$ cat src/rtl/router_reg_param.sv
// router_reg_param: router input register stage -- header latch, one-word park/replay,
// running XOR parity and parity-error flag. Define ROUTER_REG_LEN_CHECK_EN to add the payload-length check.
module router_reg_param #(
  parameter int DATA_W    = 8,
  parameter int ADDR_W    = 2,
  parameter int NUM_PORTS = 3
) (
  input  logic              clock,
  input  logic              reset,
  input  logic              pkt_valid,
  input  logic [DATA_W-1:0] data_in,
  input  logic              fifo_full,
  input  logic              detect_add,
  input  logic              lfd_state,
  input  logic              ld_state,
  input  logic              laf_state,
  input  logic              full_state,
  input  logic              rst_int_reg,
  output logic [DATA_W-1:0] dout,
  output logic              parity_done,
  output logic              low_packet_valid,
  output logic              err,
  output logic              len_err
);

  localparam int              LEN_W     = DATA_W - ADDR_W;
  // One extra bit so NUM_PORTS == 2**ADDR_W is representable.
  localparam logic [ADDR_W:0] PORTS_LIM = (ADDR_W + 1)'(NUM_PORTS);

  logic [DATA_W-1:0] r_hdr;
  logic [DATA_W-1:0] r_hold;
  logic [DATA_W-1:0] r_int_par;
  logic [DATA_W-1:0] r_pkt_par;
  logic [DATA_W-1:0] r_dout;
  logic              r_parity_done;
  logic              r_low_packet_valid;
  logic              r_err;

  logic w_addr_ok;
  logic w_pay_accept;
  logic w_par_from_din;
  logic w_par_from_hold;

  assign w_addr_ok       = {1'b0, data_in[ADDR_W-1:0]} < PORTS_LIM;
  assign w_pay_accept    = ld_state && pkt_valid && !full_state;
  assign w_par_from_din  = ld_state && !pkt_valid && !fifo_full;
  assign w_par_from_hold = laf_state && r_low_packet_valid && !r_parity_done;

  always_ff @(posedge clock) begin
    if (reset)                                r_hdr <= '0;
    else if (detect_add && pkt_valid && w_addr_ok) r_hdr <= data_in;
  end

  always_ff @(posedge clock) begin
    if (reset)                       r_dout <= '0;
    else if (lfd_state)              r_dout <= r_hdr;
    else if (ld_state && !fifo_full) r_dout <= data_in;
    else if (laf_state)              r_dout <= r_hold;
  end

  always_ff @(posedge clock) begin
    if (reset)                      r_hold <= '0;
    else if (ld_state && fifo_full) r_hold <= data_in;
  end

  // A parked payload word is folded in when it arrives, so its replay must not XOR it again.
  always_ff @(posedge clock) begin
    if (reset)             r_int_par <= '0;
    else if (detect_add)   r_int_par <= '0;
    else if (lfd_state)    r_int_par <= r_int_par ^ r_hdr;
    else if (w_pay_accept) r_int_par <= r_int_par ^ data_in;
  end

  always_ff @(posedge clock) begin
    if (reset)                r_pkt_par <= '0;
    else if (w_par_from_din)  r_pkt_par <= data_in;
    else if (w_par_from_hold) r_pkt_par <= r_hold;
  end

  always_ff @(posedge clock) begin
    if (reset)                                  r_parity_done <= 1'b0;
    else if (detect_add)                        r_parity_done <= 1'b0;
    else if (w_par_from_din || w_par_from_hold) r_parity_done <= 1'b1;
  end

  always_ff @(posedge clock) begin
    if (reset)                      r_low_packet_valid <= 1'b0;
    else if (rst_int_reg)           r_low_packet_valid <= 1'b0;
    else if (ld_state && !pkt_valid) r_low_packet_valid <= 1'b1;
  end

  always_ff @(posedge clock) begin
    if (reset)              r_err <= 1'b0;
    else if (detect_add)    r_err <= 1'b0;
    else if (r_parity_done) r_err <= (r_int_par != r_pkt_par);
  end

`ifdef ROUTER_REG_LEN_CHECK_EN
  logic [LEN_W-1:0] r_pay_cnt;
  logic             r_len_err;

  // Saturating count: a long packet must not wrap back onto a small length field.
  always_ff @(posedge clock) begin
    if (reset)                                 r_pay_cnt <= '0;
    else if (detect_add)                       r_pay_cnt <= '0;
    else if (w_pay_accept && (r_pay_cnt != '1)) r_pay_cnt <= r_pay_cnt + 1'b1;
  end

  always_ff @(posedge clock) begin
    if (reset)              r_len_err <= 1'b0;
    else if (detect_add)    r_len_err <= 1'b0;
    else if (r_parity_done) r_len_err <= (r_pay_cnt != r_hdr[DATA_W-1:ADDR_W]);
  end

  assign len_err = r_len_err;
`else
  assign len_err = 1'b0;
`endif

  assign dout             = r_dout;
  assign parity_done      = r_parity_done;
  assign low_packet_valid = r_low_packet_valid;
  assign err              = r_err;

endmodule

$ cat config.mk
export PLATFORM = sky130hd
export DESIGN_NAME = router_reg_param
export DESIGN_NICKNAME = d
export VERILOG_FILES = /design/src/rtl/router_reg_param.sv
export SDC_FILE = /design/constraint.sdc
export NUM_CORES = 1
export LEC_CHECK = 0
export ABC_AREA = 1
export CORE_MARGIN = 10
export CORE_UTILIZATION = 39
export CTS_BUF_LIST = sky130_fd_sc_hd__clkbuf_8
export DETAILED_ROUTE_END_ITERATION = 8
export GPL_TIMING_DRIVEN = 0
export MAX_ROUTING_LAYER = met4
export SYNTH_ARGS = -nofsm -noshare
export SYNTH_HDL_FRONTEND = slang
export SYNTH_SLANG_ARGS = --single-unit
$ cat constraint.sdc
create_clock -name clock -period 1.95 [get_ports clock]
set_input_delay 0.2925 -clock clock [delete_from_list [all_inputs] [get_ports clock]]
set_output_delay 0.2925 -clock clock [all_outputs]
set_load 0.02 [all_outputs]
==> flow_metrics.env, run 1 <==
export IMPL_place_gp_congestion=0.8430
export IMPL_synthAdderAreaFrac_pct=0
export IMPL_crit_required_ps=1660
export IMPL_postLayoutCoreUtil_pct=49.42
export IMPL_synth_cell_type_count=27
export IMPL_switchingPower_uw=527.3
export IMPL_ys_seq_elements=43
export IMPL_power_frac_seq_pct=49.0
export IMPL_fin_tns_setup_ps=0
export IMPL_antenna_found_initial=0
export IMPL_power_density_nw_per_um2=772.2
export IMPL_synth_area_leaders="dfxtp_1, a21oi_1, nand2_1"
export IMPL_reg2reg_slack_ps=870
export IMPL_hold_viol=0
export IMPL_tritoncts="done"
export IMPL_start_util_pct=40.65
export IMPL_grt_max_degree=13
export IMPL_path_class="flop to output pin"
export IMPL_h_tree_depth=2
export IMPL_numCtsBuffers=5
export IMPL_ys_top_cells_by_count="nand2_1, dfxtp_1, a21oi_1, nor2_1, inv_1"
export IMPL_yosysTopAreaCell="dfxtp_1"
export IMPL_drtAntennaViolNets=0
export IMPL_vias=1944
export IMPL_peakVddDrop_mv=0.3675
export IMPL_worst_skew_pair_late_latency_ps=300
export IMPL_cts_repair_resized=0
export IMPL_slowest_stage="clkdlybuf4s50_1"
export IMPL_leakage_uw=0.001088
export IMPL_routedWlPerCell_um=14.08
export IMPL_clockRootBuffer="clkbuf_8"
export IMPL_grt_pass1_wl_um=9501
export IMPL_synth_cells=294
export IMPL_startpoint_type="flop"
export IMPL_die_height_um=93.20
export IMPL_path_clk_slew_ps=80
export IMPL_placementRows=26
export IMPL_diodes=0
export IMPL_wl_um=5588
export IMPL_synth_edff_count=0
export IMPL_synth_seq_area_share_pct=41.20
export IMPL_postCtsHoldBufs=0
export IMPL_postCtsSetupBuffers=0
export IMPL_synth_flop_cell="dfxtp_1"
export IMPL_rsz0062_at_grt="no"
export IMPL_coreArea_um2=5140
export IMPL_cts_path_max_buffers=2
export IMPL_die_area_um2=8685
export IMPL_fin_crit_ps=1628
export IMPL_syn_nets=312
export IMPL_synth_xor_area_share_pct=0.8383
export IMPL_dp_cells=390
export IMPL_die_w_um=93.20
export IMPL_ys_warn_count=0
export IMPL_cap_viol_max_count=0
export IMPL_nets=345
export IMPL_rr_worst_depth=4
export IMPL_grt_pass1_vias=1933
export IMPL_final_layout_size_suffix_gt1_share_pct=7.951
export IMPL_synth_top_family_by_area="simple AND/OR/NAND/NOR gates"
export IMPL_worst_path_buf_inv=1
export IMPL_synth_area_per_cell_um2=7.107
export IMPL_finalCritPeriodShare_pct=83.47
export IMPL_swShare_pct=26.89
export IMPL_skew_ps=9.244
export IMPL_max_stage_delay_ps=640
export IMPL_postLayoutCellArea_um2=2540
export IMPL_holdPathStages=3
export IMPL_grt_remaining_overflow=0
export IMPL_synth_simple_gate_area_share_pct=24.31
export IMPL_grt_usage_pct=13.89
export IMPL_clkPwrFrac_pct=34.7
export IMPL_synth_compound_area_share_pct=22.69
export IMPL_power_frac_comb_pct=16.4
export IMPL_dr_pass1_iters=5
export IMPL_internal_power_uw=1434
export IMPL_place_port_buffers=26
export IMPL_hpwl_um=4266
export IMPL_io_pins=30
export IMPL_cts_sinks=43
export IMPL_status="finished, final reports clean"
export IMPL_hold_class="input pin to flop"
export IMPL_maxSlewViolCount=0
export IMPL_muxShareOfSynthArea_pct=0
export IMPL_critPathTopFamily="buffers and inverters"
export IMPL_final_cells=397
export IMPL_worstPathArrival_ps=1340
export IMPL_cp_max_fo=3
export IMPL_cp_end_kind="output pin"
export IMPL_remaining_drc_errors=0
export IMPL_fillers=548
export IMPL_finalSetupViolations=0
export IMPL_synthArstFlopShare_pct=0
export IMPL_viasPerCell=4.897
export IMPL_yosysMostFrequentCell="nand2_1"
export IMPL_syn_area_um2=2090
export IMPL_drt_iter0_drc=198
export IMPL_cp_num_cells=1
export IMPL_max_freq_mhz=614.3
export IMPL_synth_top_cell_area_share_pct=41.20
export IMPL_place_area_um2=2437
export IMPL_worstPathCellList="clkdlybuf4s50_1"
export IMPL_area_growth_pct=21.56
worst paths after layout:
| check | startpoint | endpoint |
|---|---|---|
| setup / recovery | low_packet_valid | low_packet_valid |
| hold reg to reg | r_hold[7] | r_hold[7] |
| hold / removal | fifo_full | r_hold[7] |
| setup reg to reg | parity_done | r_pkt_par[3] |
per-stage QoR:
stage                     worst slack [ps]  hold WS [ps]  power (uW)
after global placement               218.3         471.2        1298
after CTS                            307.0         308.0        1965
after global routing                 299.2         320.2        2050
after floorplan                      894.5         361.6        1174
final                                322.2         318.9        1961
after detailed placement             235.8         476.9        1300
cell usage in the layout (no fill, tap or decap), drive strengths merged, types with 8 or more instances in the layout:
cell / netlist / layout
a21oi: 43 / 43
inv: 37 / 38
clkbuf: 3 / 8
nand2: 53 / 53
clkdlybuf4s50: 0 / 26
nor2: 41 / 41
o21ai: 41 / 41
o22ai: 8 / 8
dfxtp: 43 / 43
nand3: 12 / 12
cell type report:
type / count / area [um2] / share of cell area [%]
clock inverters: 2 / 33.78 / 1.330
repair buffers: 26 / 260.3 / 10.25
plain buffers: 10 / 81.33 / 3.202
flip-flops and latches: 43 / 860.8 / 33.89
well taps: 70 / 87.58 / 3.448
clock buffers: 5 / 68.82 / 2.709
multi-input cells: 203 / 1003 / 39.51
inverters: 38 / 143.9 / 5.665
metal layers:
layer,vias to the layer above,global-route usage (%),wire [um]
li1,1026,-,-
met1,863,17.47,2771
met2,49,21.44,2538
met3,6,3.118,222
met4,0,4.756,55
met5,-,-,0
cell families after synthesis:
logic type / count (synthesis)
buffers and inverters: 48
and+or+nand+nor: 108
xor gates and xnor gates: 2
other: 1
DFF: 43
AOI/OAI and AO/OA: 92
sequential cells by signal (all words and copies together), names as in the netlist:
register and flops:
r_hold 8, r_hdr 8, err 1, dout 8, parity_done 1, r_int_par 8
r_pkt_par 8, low_packet_valid 1
power by group through the flow:
| stage | clock, uW | sequential (uW) | combinational, uW |
|---|---|---|---|
| finish | 680 | 960 | 321 |
| global route | 725 | 968 | 358 |
| CTS | 684 | 960 | 322 |
| detailed placement | 0 | 980 | 320 |
| global placement | 0 | 979 | 319 |
| floorplan | 0 | 991 | 183 |
Power figures use the tool's default switching activity.
==> run 2, diff against run 1 <==
Clock period 1.95 ns to 1.3 ns, I/O delays scaled along.
==> flow_metrics.env, run 2 (synthesized netlist as in run 1, its figures left out) <==
export IMPL_status="finished, final reports clean"
export IMPL_cap_viol_max_count=0
export IMPL_final_cells=400
export IMPL_reg2reg_from="parity_done"
export IMPL_rsz0062_at_grt="no"
export IMPL_path_class="flop to output pin"
export IMPL_coreArea_um2=5140
export IMPL_rr_worst_depth=4
export IMPL_internal_power_uw=2146
export IMPL_skew_ps=9.294
export IMPL_peakVddDrop_mv=0.5536
export IMPL_grt_pass1_vias=1932
export IMPL_vias=1960
export IMPL_cp_num_cells=1
export IMPL_power_frac_comb_pct=16.3
export IMPL_layout_common_cells="nand2_1, dfxtp_1, a21oi_1"
export IMPL_critPathCapture="low_packet_valid"
export IMPL_worst_path_buf_inv=1
export IMPL_dp_cells=390
export IMPL_max_freq_mhz=798.5
export IMPL_path_clk_slew_ps=80
export IMPL_finalSetupViolations=0
export IMPL_nets=348
export IMPL_startpoint_type="flop"
export IMPL_viasPerCell=4.900
export IMPL_area_growth_pct=23.23
export IMPL_totalPowerFinal_uw=2946
export IMPL_crit_required_ps=1110
export IMPL_crit_path_start="low_packet_valid"
export IMPL_postLayoutCoreUtil_pct=50.10
export IMPL_max_stage_delay_ps=400
export IMPL_die_w_um=93.20
export IMPL_place_port_buffers=26
export IMPL_final_layout_size_suffix_gt1_share_pct=9.697
export IMPL_fin_crit_ps=1252
export IMPL_hold_slack_ps=220.3
export IMPL_layout_commonest_cell="nand2_1"
export IMPL_place_gp_congestion=0.8430
export IMPL_cts_path_max_buffers=2
export IMPL_postCtsHoldBufs=0
export IMPL_routedWlPerCell_um=14.00
export IMPL_r2r_end="r_pkt_par[3]"
export IMPL_numCtsBuffers=5
export IMPL_die_area_um2=8685
export IMPL_diodes=0
export IMPL_io_pins=30
export IMPL_placementRows=26
export IMPL_switchingPower_uw=799.2
export IMPL_grt_max_degree=13
export IMPL_antenna_found_initial=0
export IMPL_worstPathArrival_ps=1060
export IMPL_grt_remaining_overflow=0
export IMPL_drtAntennaViolNets=0
export IMPL_cp_end_kind="output pin"
export IMPL_start_util_pct=40.65
export IMPL_grt_pass1_wl_um=9487
export IMPL_cts_sinks=43
export IMPL_wl_um=5601
export IMPL_tritoncts="done"
export IMPL_critPathTopFamily="flip-flops"
export IMPL_power_density_nw_per_um2=1144
export IMPL_worstPathCellList="dlygate4sd2_1"
export IMPL_cp_max_fo=3
export IMPL_clkPwrFrac_pct=34.8
export IMPL_die_height_um=93.20
export IMPL_finalCritPeriodShare_pct=96.33
export IMPL_clockRootBuffer="clkbuf_8"
export IMPL_drt_iter0_drc=187
export IMPL_worst_skew_pair_late_latency_ps=300
export IMPL_maxSlewViolCount=0
export IMPL_dr_pass1_iters=5
export IMPL_remaining_drc_errors=0
export IMPL_swShare_pct=27.13
export IMPL_h_tree_depth=2
export IMPL_hold_viol=0
export IMPL_power_frac_seq_pct=48.9
export IMPL_grt_usage_pct=13.87
export IMPL_reg2reg_slack_ps=220
export IMPL_leakage_uw=0.001161
export IMPL_slowest_stage="dfxtp_1"
export IMPL_hold_class="input pin to flop"
export IMPL_hpwl_um=4266
[run 2: cell types whose count changed in the layout (fill, tap and decap cells not counted), sizes merged]
cell           delta
clkdlybuf4s50    -11
dlygate4sd2      +11
buf               +3
[run 2: worst min-delay path by stage]
stage | endpoint | from | slack (ps) | depth (start not counted)
after floorplan | r_hold[7] | reset | 260 | 1
after CTS | r_hold[7] | fifo_full | 210 | 3
final | r_hold[7] | fifo_full | 220 | 3
after detailed placement | r_hold[7] | r_hold[7] | 480 | 2
after global placement | r_hold[7] | r_hold[7] | 470 | 2
after global routing | r_hold[7] | fifo_full | 220 | 3
[run 2: cell type report]
type | count | area (um2)
Clock buffer | 5 | 68.82
Timing Repair Buffer | 29 | 281.5
Tap cell | 70 | 87.58
Sequential cell | 43 | 860.8
Clock inverter | 2 | 33.78
Fill cell | 555 | 2565
Inverter | 38 | 143.9
Buffer | 10 | 87.58
Multi-Input combinational cell | 203 | 1011
[run 2: routing by layer]
layer  routed length [um]  GRT usage [%]
met2                 2528          21.44
met3                  312          3.118
met1                 2687          17.42
met4                   73          4.756
met5                    0              -
[run 2: stage by stage]
stage	worst slack, ps	TNS (ps)	area (um2)
6_report	47.66	0	2575
4_1_cts	1.314	0	2527
3_3_place_gp	-334.2	-10580	2437
2_1_floorplan	268.5	0	2090
5_1_grt	6.647	0	2575
3_5_place_dp	-316.7	-10370	2437
[run 2: worst min-delay path: stages]
cell,delay [ps]
buf_6,130
nand3_1,80
a21oi_1,60
[run 2: repair_timing]
item / CTS / global route
pin swaps: 0 / 1
endpoints found under the hold margin: 0 / 0
resized for setup: 12 / 8
setup endpoints to repair: 15 / 31
setup buffers: 0 / 3
[run 2: power by group through the flow]
stage	Clock [uW]	Combinational, uW	Sequential, uW
after floorplan	0	275	1490
after global placement	0	479	1470
final	1030	481	1440
after global routing	1090	536	1450
after CTS	1030	467	1440
after detailed placement	0	479	1470
==> run 3, diff against run 2 <==
Settings changed: TNS_END_PERCENT set to 100.
==> results of run 3 <==
Final layout, timing and power as in run 2 (identical DEF).
